===== src/rtl/urv_dm_arbiter.sv =====
// Data-memory port arbiter for uRV: shares one memory port between the execute-stage
// load/store path (core) and a debug/DMA master (dbg), with core priority bounded by a starvation limit.
module urv_dm_arbiter #(
    parameter int unsigned STARVE_LIMIT = 4
) (
    input  logic        clk_i,
    input  logic        rst_i,

    input  logic [31:0] c_addr_i,
    input  logic [31:0] c_data_s_i,
    input  logic [3:0]  c_select_i,
    input  logic        c_load_i,
    input  logic        c_store_i,
    output logic        c_ready_o,
    output logic [31:0] c_data_l_o,

    input  logic [31:0] d_addr_i,
    input  logic [31:0] d_data_s_i,
    input  logic [3:0]  d_select_i,
    input  logic        d_load_i,
    input  logic        d_store_i,
    output logic        d_ready_o,
    output logic [31:0] d_data_l_o,

    output logic [31:0] m_addr_o,
    output logic [31:0] m_data_s_o,
    output logic [3:0]  m_select_o,
    output logic        m_load_o,
    output logic        m_store_o,
    input  logic        m_ready_i,
    input  logic [31:0] m_data_l_i,

    output logic [1:0]  grant_o
);

    typedef enum logic [1:0] {
        ST_IDLE = 2'b00,
        ST_CORE = 2'b01,
        ST_DBG  = 2'b10
    } state_t;

    localparam logic [3:0] STARVE_MAX = 4'(STARVE_LIMIT);

    // Store has precedence: a simultaneous load strobe is masked. Result is {store, load}.
    function automatic logic [1:0] strobe_sel(input logic load, input logic store);
        strobe_sel = {store, load & ~store};
    endfunction

    function automatic logic [1:0] grant_code(input state_t st);
        case (st)
            ST_CORE: grant_code = 2'b01;
            ST_DBG:  grant_code = 2'b10;
            default: grant_code = 2'b00;
        endcase
    endfunction

    state_t      state_r;
    state_t      state_next_s;
    logic [1:0]  grant_r;
    logic [3:0]  starve_cnt_r;
    logic        c_req_s;
    logic        d_req_s;
    logic        arb_point_s;
    logic        starve_hit_s;
    logic [1:0]  c_strb_s;
    logic [1:0]  d_strb_s;

    assign c_req_s      = c_load_i | c_store_i;
    assign d_req_s      = d_load_i | d_store_i;
    assign c_strb_s     = strobe_sel(c_load_i, c_store_i);
    assign d_strb_s     = strobe_sel(d_load_i, d_store_i);
    assign starve_hit_s = (starve_cnt_r == STARVE_MAX);

    // Arbitration point: idle, or the owner completes, or the owner withdraws its request.
    always_comb begin
        arb_point_s = 1'b1;
        case (state_r)
            ST_IDLE: arb_point_s = 1'b1;
            ST_CORE: arb_point_s = ~c_req_s | m_ready_i;
            ST_DBG:  arb_point_s = ~d_req_s | m_ready_i;
            default: arb_point_s = 1'b1;
        endcase
    end

    // Next owner; a completing requester that keeps requesting competes as a fresh request.
    always_comb begin
        state_next_s = state_r;
        if (!arb_point_s) begin
            state_next_s = state_r;
        end else if (c_req_s && d_req_s) begin
            state_next_s = starve_hit_s ? ST_DBG : ST_CORE;
        end else if (c_req_s) begin
            state_next_s = ST_CORE;
        end else if (d_req_s) begin
            state_next_s = ST_DBG;
        end else begin
            state_next_s = ST_IDLE;
        end
    end

    // Ownership state and the registered grant code that mirrors it.
    always_ff @(posedge clk_i or posedge rst_i) begin
        if (rst_i) begin
            state_r <= ST_IDLE;
            grant_r <= 2'b00;
        end else begin
            state_r <= state_next_s;
            grant_r <= grant_code(state_next_s);
        end
    end

    // Consecutive core grants made while dbg waits; saturates at the limit.
    always_ff @(posedge clk_i or posedge rst_i) begin
        if (rst_i) begin
            starve_cnt_r <= 4'd0;
        end else if (!d_req_s) begin
            starve_cnt_r <= 4'd0;
        end else if (arb_point_s && (state_next_s == ST_DBG)) begin
            starve_cnt_r <= 4'd0;
        end else if (arb_point_s && (state_next_s == ST_CORE) && !starve_hit_s) begin
            starve_cnt_r <= starve_cnt_r + 4'd1;
        end else begin
            starve_cnt_r <= starve_cnt_r;
        end
    end

    // Memory-side mux; strobes follow the owner's live request so a withdrawal drops them at once.
    always_comb begin
        m_addr_o   = 32'd0;
        m_data_s_o = 32'd0;
        m_select_o = 4'd0;
        m_store_o  = 1'b0;
        m_load_o   = 1'b0;
        c_ready_o  = 1'b0;
        d_ready_o  = 1'b0;
        case (state_r)
            ST_CORE: begin
                m_addr_o   = c_addr_i;
                m_data_s_o = c_data_s_i;
                m_select_o = c_select_i;
                m_store_o  = c_strb_s[1];
                m_load_o   = c_strb_s[0];
                c_ready_o  = m_ready_i & c_req_s;
            end
            ST_DBG: begin
                m_addr_o   = d_addr_i;
                m_data_s_o = d_data_s_i;
                m_select_o = d_select_i;
                m_store_o  = d_strb_s[1];
                m_load_o   = d_strb_s[0];
                d_ready_o  = m_ready_i & d_req_s;
            end
            ST_IDLE: begin
                m_addr_o   = 32'd0;
                m_data_s_o = 32'd0;
                m_select_o = 4'd0;
            end
            default: begin
                m_addr_o   = 32'd0;
                m_data_s_o = 32'd0;
                m_select_o = 4'd0;
            end
        endcase
    end

    assign grant_o    = grant_r;
    assign c_data_l_o = m_data_l_i;
    assign d_data_l_o = m_data_l_i;

endmodule


===== config.mk =====
export PLATFORM = sky130hd
export DESIGN_NAME = urv_dm_arbiter
export DESIGN_NICKNAME = d
export VERILOG_FILES = /design/src/rtl/urv_dm_arbiter.sv
export SDC_FILE = /design/constraint.sdc
export NUM_CORES = 1
export LEC_CHECK = 0
export BUFFER_PORTS_ARGS = -buffer_cell sky130_fd_sc_hd__buf_2
export CAP_MARGIN = 20
export CORE_AREA = 4 4 120 122
export CTS_CLUSTER_DIAMETER = 120
export CTS_CLUSTER_SIZE = 30
export DETAILED_ROUTE_END_ITERATION = 8
export DIE_AREA = 0 0 124 126
export PLACE_DENSITY = 0.49
export SLEW_MARGIN = 25
export SYNTH_ARGS = -nofsm -noshare
export SYNTH_HDL_FRONTEND = slang
export SYNTH_SLANG_ARGS = --single-unit

===== constraint.sdc =====
create_clock -name clk_i -period 5.1 [get_ports clk_i]
set_input_delay 0 -clock clk_i [delete_from_list [all_inputs] [get_ports clk_i]]
set_output_delay 0 -clock clk_i [all_outputs]
set_load 0.02 [all_outputs]

==> flow_summary.toml, run 1 <==
[yosys]
synth_async_sr_flop_share_pct = 100
synthesis.nets = 473
syn_area_per_cell_um2 = 6.68
ys.warnings.count = 0
synthDistinctLibCells = 30
synth_ff_type = "dfrtp_1"
yosysSeqAreaShare_pct = 10.2
synth_edf_count = 0
synth_area_um2 = 1960
syn-instance-count = 293
synth_seq_cells = 8

[sta]
fin_skew_ps = 0.558
fin_ws_ps = 2370
slew_violations = 0
timing.slew.headroom_pct = 54.1
setup_violations = 0
final_hold_viol_count = 0
tightest_slew_ps = 689
rsz0062_at_grt = "no"
period_minus_slack_ps = 2730
period_share_pct = 53.5
setup-tns-final_ps = 0
max_freq_ghz = 0.366

[floorplan]
fp-row-count = 42
die_w_um = 124
die-area_um2 = 15600
fp.dieH_um = 126
core_um2 = 13200
boundaryPins = 313
initial_core_util_pct = 14.8

[layout]
stdcell_area_um2 = 2790
syn2layout_area_growth_pct = 42.5
finalNonFillerCells = 603
nFillCells = 1507
multi_input_area_um2 = 1150
regArea_um2 = 200
n_antenna_cell = 0
drive_gt1_share_pct = 53.9
layout.nets = 609

[cts]
clk_latency_ps = 230
cts-root-buf = "clkbuf_16"
htreeDepth = 1
ctsHoldBuffers = 1
cts_sinks = 8
cts_buffer_depth = 2
post_cts_resize_count = 0
cts_tree = "done"
post_cts_buffers = 0
cts_buffers = 3
path_clk_slew_ps = 40

[critical_path]
reg2reg_slack_ps = 2370
r2r_start = "state_r[0]"
cp.required_ps = 5240
cp_data_arrival_time_ps = 2870
slowest_delay_ps = 720
cp-end-kind = "register"
worst_r2r_path_depth = 8
crit_chain = "inv_1, ha_2, buf_4, or3_1, a22o_1, a32oi_2, nor3_2, mux2i_1"
cp_slowest_cell = "ha_2"
crit_fanout = 41
cp-start-kind = "register"
crit_type = "reg2reg"
r2r-end = "starve_cnt_r[0]"

[placement]
dp_slack_ps = 2350
dp_hpwl_mm = 7.04
dp_cells = 599
gp_congestion = 0.815
placed_area_um2 = 2710
portBuffers = 216

[run]
cap_violations = 0

[global_route]
overflow = 0
grt_pass1_vias = 2514
grt_max_degree = 45
antenna_found_initial = 0
grt_pass1_wl_mm = 12.5
groute.usage.overall_pct = 9.83

[route]
num_vias = 2547
drtAntennaViolNets = 0
drc = 0
drt_iter0_markers = 86
wl_per_cell_um = 14.2
firstDrtPassIters = 4
drt_wl_total_mm = 8.57
vias_per_cell = 4.22

[worst_hold_path]
holdPathEnd = "c_data_l_o[31]"
worst_hold_path.num_cells = 0
hold_class = "in2out"
hp-start = "m_data_l_i[31]"

[pwr]
powerDensity_nw_per_um2 = 622
power.total_mw = 1.74
ir_worst_vdd_uv = 188
leakage_nw = 1.55

[run_status]
status = "complete, no violations"
per-stage QoR:
step                      util, %  hold slack (ps)
final                        21.2           0.0113
after global routing         21.2           0.0484
after CTS                    21.2            0.206
after detailed placement     20.5            -34.8
after global placement       20.5            -38.1
after floorplan                 -             -184
where the power goes:
part | total (mW) | switching (mW) | internal (mW)
Combinational | 1.51 | 1.02 | 0.489
Clock | 0.130 | 0.0294 | 0.101
Sequential | 0.0992 | 0.0150 | 0.0842
cells in the mapped netlist (all sizes together), types with 2 or more instances:
| master | number | area (um2) |
|---|---|---|
| nor3 | 4 | 25.0 |
| mux2i | 4 | 40.0 |
| inv | 7 | 26.3 |
| buf | 70 | 513 |
| o22a | 2 | 17.5 |
| nand2 | 9 | 33.8 |
| or2 | 2 | 12.5 |
| and3 | 3 | 23.8 |
| o21ai | 2 | 10.0 |
| ha | 5 | 62.6 |
| a22oi | 69 | 518 |
| or3 | 3 | 18.8 |
| clkbuf | 19 | 71.3 |
| dfrtp | 8 | 200 |
| nor2 | 76 | 285 |
| nand3 | 2 | 10.0 |
layer usage:
| layer | vias to the layer above | track usage, % | part of all wire, % |
|---|---|---|---|
| met5 | - | 0 | 0 |
| met4 | 0 | 3.03 | 2.9 |
| met3 | 35 | 2.15 | 11 |
| met2 | 154 | 18.3 | 50 |
| met1 | 1128 | 10.9 | 36 |
| li1 | 1230 | - | - |
registers in the layout, indices dropped and copies added (netlist names):
name / cells
state_r: 2
starve_cnt_r: 4
grant_o: 2
critical path: cells and delay by family, from the launching register on:
family          cells  cell delay (ps)
compound gates      2              230
flops               1              380
mux                 1              240
buf+inv             2              560
fa+ha+maj           1              720
simple gates        2              480
worst max-delay path by stage:
stage / slack, ps / start / endpoint
4_1_cts: 2320 / state_r[0] / starve_cnt_r[0]
5_1_grt: 2180 / state_r[0] / starve_cnt_r[0]
3_5_place_dp: 2350 / state_r[0] / starve_cnt_r[0]
3_3_place_gp: 2460 / state_r[0] / starve_cnt_r[0]
6_report: 2370 / state_r[0] / starve_cnt_r[0]
2_1_floorplan: 3050 / state_r[0] / starve_cnt_r[2]
cell type report:
type / count / share of cell area, %
multi-input cells: 189 / 41.4
repair buffers: 220 / 39.9
well taps: 176 / 7.89
flip-flops and latches: 8 / 7.17
clock buffers: 3 / 2.69
inverters: 7 / 0.942
kinds of logic (layout without fill, tap and decap cells):
| family | Yosys count | after routing | share of synthesized area (%) |
|---|---|---|---|
| compound gates | 78 | 78 | 31.4 |
| fa+ha+maj | 5 | 5 | 3.19 |
| buf+inv | 96 | 230 | 31.2 |
| flops | 8 | 8 | 10.2 |
| mux | 4 | 4 | 2.04 |
| simple gates | 102 | 102 | 21.9 |
layout by cell type, fill, tap and decap left out, types with 3 or more instances in the layout:
master / instances
inv_1: 7
buf_2: 216
nor2_1: 76
mux2i_1: 4
nand2_1: 9
clkbuf_16: 3
nor3_1: 3
ha_2: 3
dfrtp_1: 8
a22oi_1: 69
or3_1: 3
buf_4: 3
Power figures use the tool's default switching activity.
==> run 2, diff against run 1 <==
--- a/config.mk
+++ b/config.mk
@@ -5,14 +5,15 @@
 export SDC_FILE = /design/constraint.sdc
 export NUM_CORES = 1
 export LEC_CHECK = 0
+export ABC_AREA = 1
 export BUFFER_PORTS_ARGS = -buffer_cell sky130_fd_sc_hd__buf_2
 export CAP_MARGIN = 20
-export CORE_AREA = 4 4 120 122
+export CORE_AREA = 4 4 121 123
 export CTS_CLUSTER_DIAMETER = 120
 export CTS_CLUSTER_SIZE = 30
 export DETAILED_ROUTE_END_ITERATION = 8
-export DIE_AREA = 0 0 124 126
-export PLACE_DENSITY = 0.49
+export DIE_AREA = 0 0 125 127
+export PLACE_DENSITY = 0.51
 export SLEW_MARGIN = 25
 export SYNTH_ARGS = -nofsm -noshare
 export SYNTH_HDL_FRONTEND = slang
==> constraint.sdc (replaced) <==
create_clock -name clk_i -period 2.5 [get_ports clk_i]
set_input_delay 0 -clock clk_i [delete_from_list [all_inputs] [get_ports clk_i]]
set_output_delay 0 -clock clk_i [all_outputs]
set_load 0.02 [all_outputs]
==> run 2 against run 1 <==
Global-route usage fell by 0.15 points. Sequential power rose by 110%. Setup slack got worse by 1700 ps. Combinational power rose by 74%. Synthesized cell count rose by 23%. Final area rose by 2.1%. Largest cell class unchanged. Highest routed layer unchanged.
==> flow_summary.toml, run 2 <==
[run_status]
status = "complete, no violations"

[layout]
nFillCells = 1630
final_cell_mix = "buf_2 (216), nand2_1 (153), a21oi_1 (71), inv_1 (10), dfrtp_1 (8)"
syn2layout_area_growth_pct = 43.1
final_common_cell = "buf_2"
drive_gt1_share_pct = 47.2
largest_reg_flops = 4
top_register = "starve_cnt_r"
fin_util_pct = 20.8
layout.nets = 680
n_antenna_cell = 0

[yosys]
ys.warnings.count = 0
synth_ff_type = "dfrtp_1"
synth_most_common_cell = "nand2_1"
synth_area_um2 = 1990
syn_area_per_cell_um2 = 5.53
synth_async_sr_flop_share_pct = 100
syn-instance-count = 360
yosys-top-cells-count = "nand2_1 (153), a21oi_1 (71), buf_4 (65)"
synthDistinctLibCells = 20
synth_seq_cells = 8
synthesis.nets = 540
synth_edf_count = 0
yosysSeqAreaShare_pct = 10.1
yosys.area.top_type = "nand2_1"
yosysTopAreaCellShare_pct = 28.8
synthTopCellsByArea = "nand2_1 (29%), buf_4 (25%), a21oi_1 (18%)"

[cts]
cts_buffer_depth = 2
htreeDepth = 1
cts_buffers = 3
cts_sinks = 8
path_clk_slew_ps = 40
clk_latency_ps = 230
post_cts_buffers = 0
cts-root-buf = "clkbuf_16"
cts_tree = "done"

[critical_path]
cp-end-kind = "primary output"
cp_data_arrival_time_ps = 1810
worst_r2r_path_depth = 8
crit_type = "reg2out"
cp-start-kind = "register"
crit_fanout = 45
cp.required_ps = 2500
reg2reg_slack_ps = 780

[route]
firstDrtPassIters = 4
wl_per_cell_um = 12.5
drt_wl_total_mm = 8.51
drc = 0
drtAntennaViolNets = 0
num_vias = 2675
drt_iter0_markers = 116
vias_per_cell = 3.95

[pwr]
p_comb_share_pct = 84.5
switching_share_pct = 62.0
pwr-share-clk_pct = 8.8
leakage_nw = 1.57
switchingPower_mw = 1.92
powerDensity_nw_per_um2 = 1090
ir_worst_vdd_uv = 514
seq_power_share_pct = 6.7
p_int_mw = 1.18

[sta]
worst_hold_slack_ps = 0.00972
fin_ws_ps = 687
tightest_slew_ps = 504
period_share_pct = 72.5
setup_violations = 0
period_minus_slack_ps = 1810
max_freq_ghz = 0.551
slew_violations = 0
timing.slew.headroom_pct = 66.4
fin_skew_ps = 0.263
final_hold_viol_count = 0
rsz0062_at_grt = "no"
setup-tns-final_ps = 0

[global_route]
grt_pass1_wl_mm = 12.9
grt_pass1_vias = 2590
antenna_found_initial = 0
groute.usage.overall_pct = 9.68
grt_max_degree = 47
overflow = 0

[run]
cap_violations = 0

[floorplan]
core_um2 = 13700
die_w_um = 125
initial_core_util_pct = 14.6
boundaryPins = 313
die-area_um2 = 15900
fp-row-count = 43
fp.dieH_um = 127

[placement]
gp_congestion = 0.733
dp_hpwl_mm = 7.07
dp_slack_ps = 770
portBuffers = 216

[worst_hold_path]
hold_class = "in2out"
worst_hold_path.num_cells = 0
[run 2: worst paths after layout]
path                                       from               to
worst max-delay path                 state_r[1]    m_data_s_o[2]
worst min-delay path             m_data_l_i[25]   c_data_l_o[25]
worst max register to register       state_r[0]  starve_cnt_r[0]
worst min register to register  starve_cnt_r[3]  starve_cnt_r[3]
max in group asynchronous                 rst_i  starve_cnt_r[2]
min in group asynchronous                 rst_i       grant_o[0]
[run 2: cells by family (layout without fill, tap and decap cells)]
logic type,after synthesis,in the layout,share of synthesized area (%)
fa+ha+maj,5,5,3.14
compound gates,74,74,19.2
simple gates,173,173,35.4
buf+inv,98,236,31.4
flops,8,8,10.1
xor+xnor,2,2,0.880
[run 2: what timing repair did]
item / CTS / global route
hold buffers: 1 / 0
resized for setup: 0 / 0
hold endpoints to repair: 8 / 0
[run 2: cell type report]
class | count | area (um2) | share of cell area, %
multi-input cells | 254 | 1170 | 41.2
inverters | 10 | 37.5 | 1.32
clock buffers | 3 | 75.1 | 2.64
flip-flops and latches | 8 | 200 | 7.03
well taps | 180 | 225 | 7.91
repair buffers | 223 | 1140 | 39.9
[run 2: power by group through the flow]
stage / combinational [mW] / sequential (mW) / clock, mW
floorplan: 1.90 / 0.216 / 0
global placement: 2.66 / 0.210 / 0
detailed placement: 2.65 / 0.209 / 0
CTS: 2.66 / 0.209 / 0.278
global route: 2.89 / 0.216 / 0.281
finish: 2.62 / 0.208 / 0.271
[run 2: critical path, cell delays in order, from the launching register on]
cell and delay [ps]:
dfrtp_1 400, inv_1 100, ha_2 180, buf_4 380, nand2_1 120, a21oi_1 170
buf_2 190
[run 2: metal layers]
metal | global-route usage (%) | wire length, um | vias to the layer above
li1 | - | - | 1349
met1 | 11.4 | 3220 | 1128
met2 | 16.1 | 3950 | 161
met3 | 3.47 | 1010 | 37
met4 | 4.02 | 331 | 0
met5 | 0 | 0 | -
[run 2: through the flow]
stage	power, mW	cell area (um2)	std cells
finish	3.10	2850	678
global route	3.39	2850	678
CTS	3.15	2850	678
detailed placement	2.86	2760	674
global placement	2.87	2760	674
floorplan	2.11	1990	360
==> run 3, diff against run 2 <==
--- a/config.mk
+++ b/config.mk
@@ -5,15 +5,15 @@
 export SDC_FILE = /design/constraint.sdc
 export NUM_CORES = 1
 export LEC_CHECK = 0
-export ABC_AREA = 1
+export ABC_AREA = 0
 export BUFFER_PORTS_ARGS = -buffer_cell sky130_fd_sc_hd__buf_2
 export CAP_MARGIN = 20
-export CORE_AREA = 4 4 121 123
+export CORE_AREA = 4 4 119 121
 export CTS_CLUSTER_DIAMETER = 120
 export CTS_CLUSTER_SIZE = 30
 export DETAILED_ROUTE_END_ITERATION = 8
-export DIE_AREA = 0 0 125 127
-export PLACE_DENSITY = 0.51
+export DIE_AREA = 0 0 123 125
+export PLACE_DENSITY = 0.52
 export SLEW_MARGIN = 25
 export SYNTH_ARGS = -nofsm -noshare
 export SYNTH_HDL_FRONTEND = slang
==> constraint.sdc (replaced) <==
create_clock -name clk_i -period 1.6 [get_ports clk_i]
set_input_delay 0 -clock clk_i [delete_from_list [all_inputs] [get_ports clk_i]]
set_output_delay 0 -clock clk_i [all_outputs]
set_load 0.02 [all_outputs]
==> run 3 against run 2 <==
The flow now finishes with violations (setup timing). Critical path depth is 1 higher. Non-clock buffer count rose by 31. Setup slack got worse by 940 ps. Sequential share of layout area decreased by 2.1 points. Sequential power is 50% higher. Final area increased by 43%. Combinational power grew to 3.2 times the previous value. Clock-buffer cell count unchanged. Routed wire length is 36% higher. Global-route usage rose by 2.8 points. Flip-flop and latch count unchanged. Cell count down 5.9%. Largest cell class is now non-clock buffers.
==> flow_summary.toml, run 3 (synthesis gave the netlist of run 1 again) <==
[layout]
final_cell_mix = "buf_2 (145), a22oi_2 (64), buf_4 (63), nor2_1 (53), buf_6 (25)"
syn2layout_area_growth_pct = 107
layout.nets = 643
largest_reg_flops = 4
nFillCells = 1376
final_common_cell = "buf_2"
fin_util_pct = 31.0
drive_gt1_share_pct = 77.9
regArea_um2 = 201
multi_input_area_um2 = 1600
top_register = "starve_cnt_r"

[sta]
fin_ws_ps = -250
period_minus_slack_ps = 1850
timing.slew.headroom_pct = 73.9
max_freq_ghz = 0.540
fin_skew_ps = 2.22
rsz0062_at_grt = "yes"
final_hold_viol_count = 0
setup_violations = 78
slew_violations = 0
period_share_pct = 116
tightest_slew_ps = 390

[route]
vias_per_cell = 4.45
drt_wl_total_mm = 11.5
wl_per_cell_um = 18.1
num_vias = 2839
firstDrtPassIters = 4
drtAntennaViolNets = 0
drc = 0
drt_iter0_markers = 83

[cts]
path_clk_slew_ps = 30
clk_latency_ps = 230
cts-root-buf = "clkbuf_16"
cts_buffer_depth = 2
cts_sinks = 8
cts_tree = "done"
htreeDepth = 1
cts_buffers = 3

[pwr]
leakage_nw = 1.87
power.total_mw = 9.06
powerDensity_nw_per_um2 = 2230
ir_worst_vdd_uv = 808

[placement]
portBuffers = 216
dp_hpwl_mm = 7.83
gp_congestion = 0.721

[global_route]
antenna_found_initial = 3
grt_pass1_wl_mm = 15.2
groute.usage.overall_pct = 12.5
grt_pass1_vias = 2863
grt_max_degree = 51
overflow = 0

[worst_hold_path]
hold_class = "in2out"

[floorplan]
fp.dieH_um = 125
boundaryPins = 313
fp-row-count = 42
initial_core_util_pct = 15.0
core_um2 = 13100
die-area_um2 = 15400
die_w_um = 123

[critical_path]
cp-end-kind = "register"
cp_data_arrival_time_ps = 2010
crit_type = "reg2reg"
crit_fanout = 4
cp-start-kind = "register"
cp.required_ps = 1760

[run_status]
status = "finished with violations"
violations = "setup timing"

[run]
cap_violations = 0
-- run 3: changes by cell type in the layout (fill, tap and decap cells not counted), sizes merged, moves of 4 or more --
cell,previous run,this run
nand2,153,9
a21oi,72,0
a22oi,0,69
nor2,7,76
buf,222,248
nand3,8,2
clkbuf,3,8
mux2i,0,4
nor3,0,4
-- run 3: power breakdown --
part	internal (mW)	switching (mW)
clock network	0.321	0.0845
registers	0.271	0.0406
logic	3.89	4.44
total	4.49	4.57
-- run 3: path summary, 6_finish.rpt --
path	from	to	slack [ps]	cells past startpoint
max	state_r[0]	grant_o[1]	-250	7
min	m_data_l_i[19]	c_data_l_o[19]	0.01	0
max reg2reg	state_r[0]	grant_o[1]	-250	7
min reg2reg	starve_cnt_r[0]	starve_cnt_r[0]	540	3
max in group asynchronous	rst_i	state_r[1]	1080	3
min in group asynchronous	rst_i	starve_cnt_r[0]	270	3
-- run 3: cell type report --
cell class,count,area share [%]
Inverter,7,0.709
Antenna cell,1,0.0616
Timing Repair Buffer,254,47.6
Multi-Input combinational cell,189,39.4
Sequential cell,8,4.96
Clock buffer,3,1.85
Tap cell,176,5.42
-- run 3: critical path: stages (launching register included) --
cell	delay (ps)
dfrtp_1	380
inv_2	90
ha_4	220
or3_1	310
a22o_1	220
a32oi_4	280
buf_4	180
and2_1	110
-- run 3: timing repair --
item / CTS / global route
setup endpoints to repair: 80 / 80
buffers inserted: 4 / 7
hold buffers: 1 / 0
resized for setup: 101 / 90
hold endpoints to repair: 8 / 0
gates cloned: 6 / 6
pin swaps: 6 / 61
-- run 3: per-layer routing --
| layer | global-route usage [%] | routed length [um] | up-vias |
|---|---|---|---|
| met5 | 0 | 21 | - |
| met4 | 2.80 | 316 | 4 |
| met3 | 3.34 | 1080 | 44 |
| met2 | 24.1 | 6150 | 153 |
| met1 | 13.2 | 3960 | 1337 |
| li1 | - | - | 1301 |
-- run 3: per-stage QoR --
stage / area, um2 / cells / hold WS [ps] / TNS, ps / setup WS [ps]
2_1_floorplan: 2030 / 293 / -184 / -2590 / -408
3_3_place_gp: 2910 / 613 / -50.9 / -2200 / -253
3_5_place_dp: 2910 / 613 / -38.8 / -5810 / -306
4_1_cts: 3530 / 626 / 0.211 / -9990 / -274
5_1_grt: 4060 / 637 / 0.0504 / -11990 / -336
6_report: 4060 / 638 / 0.00972 / -6250 / -250
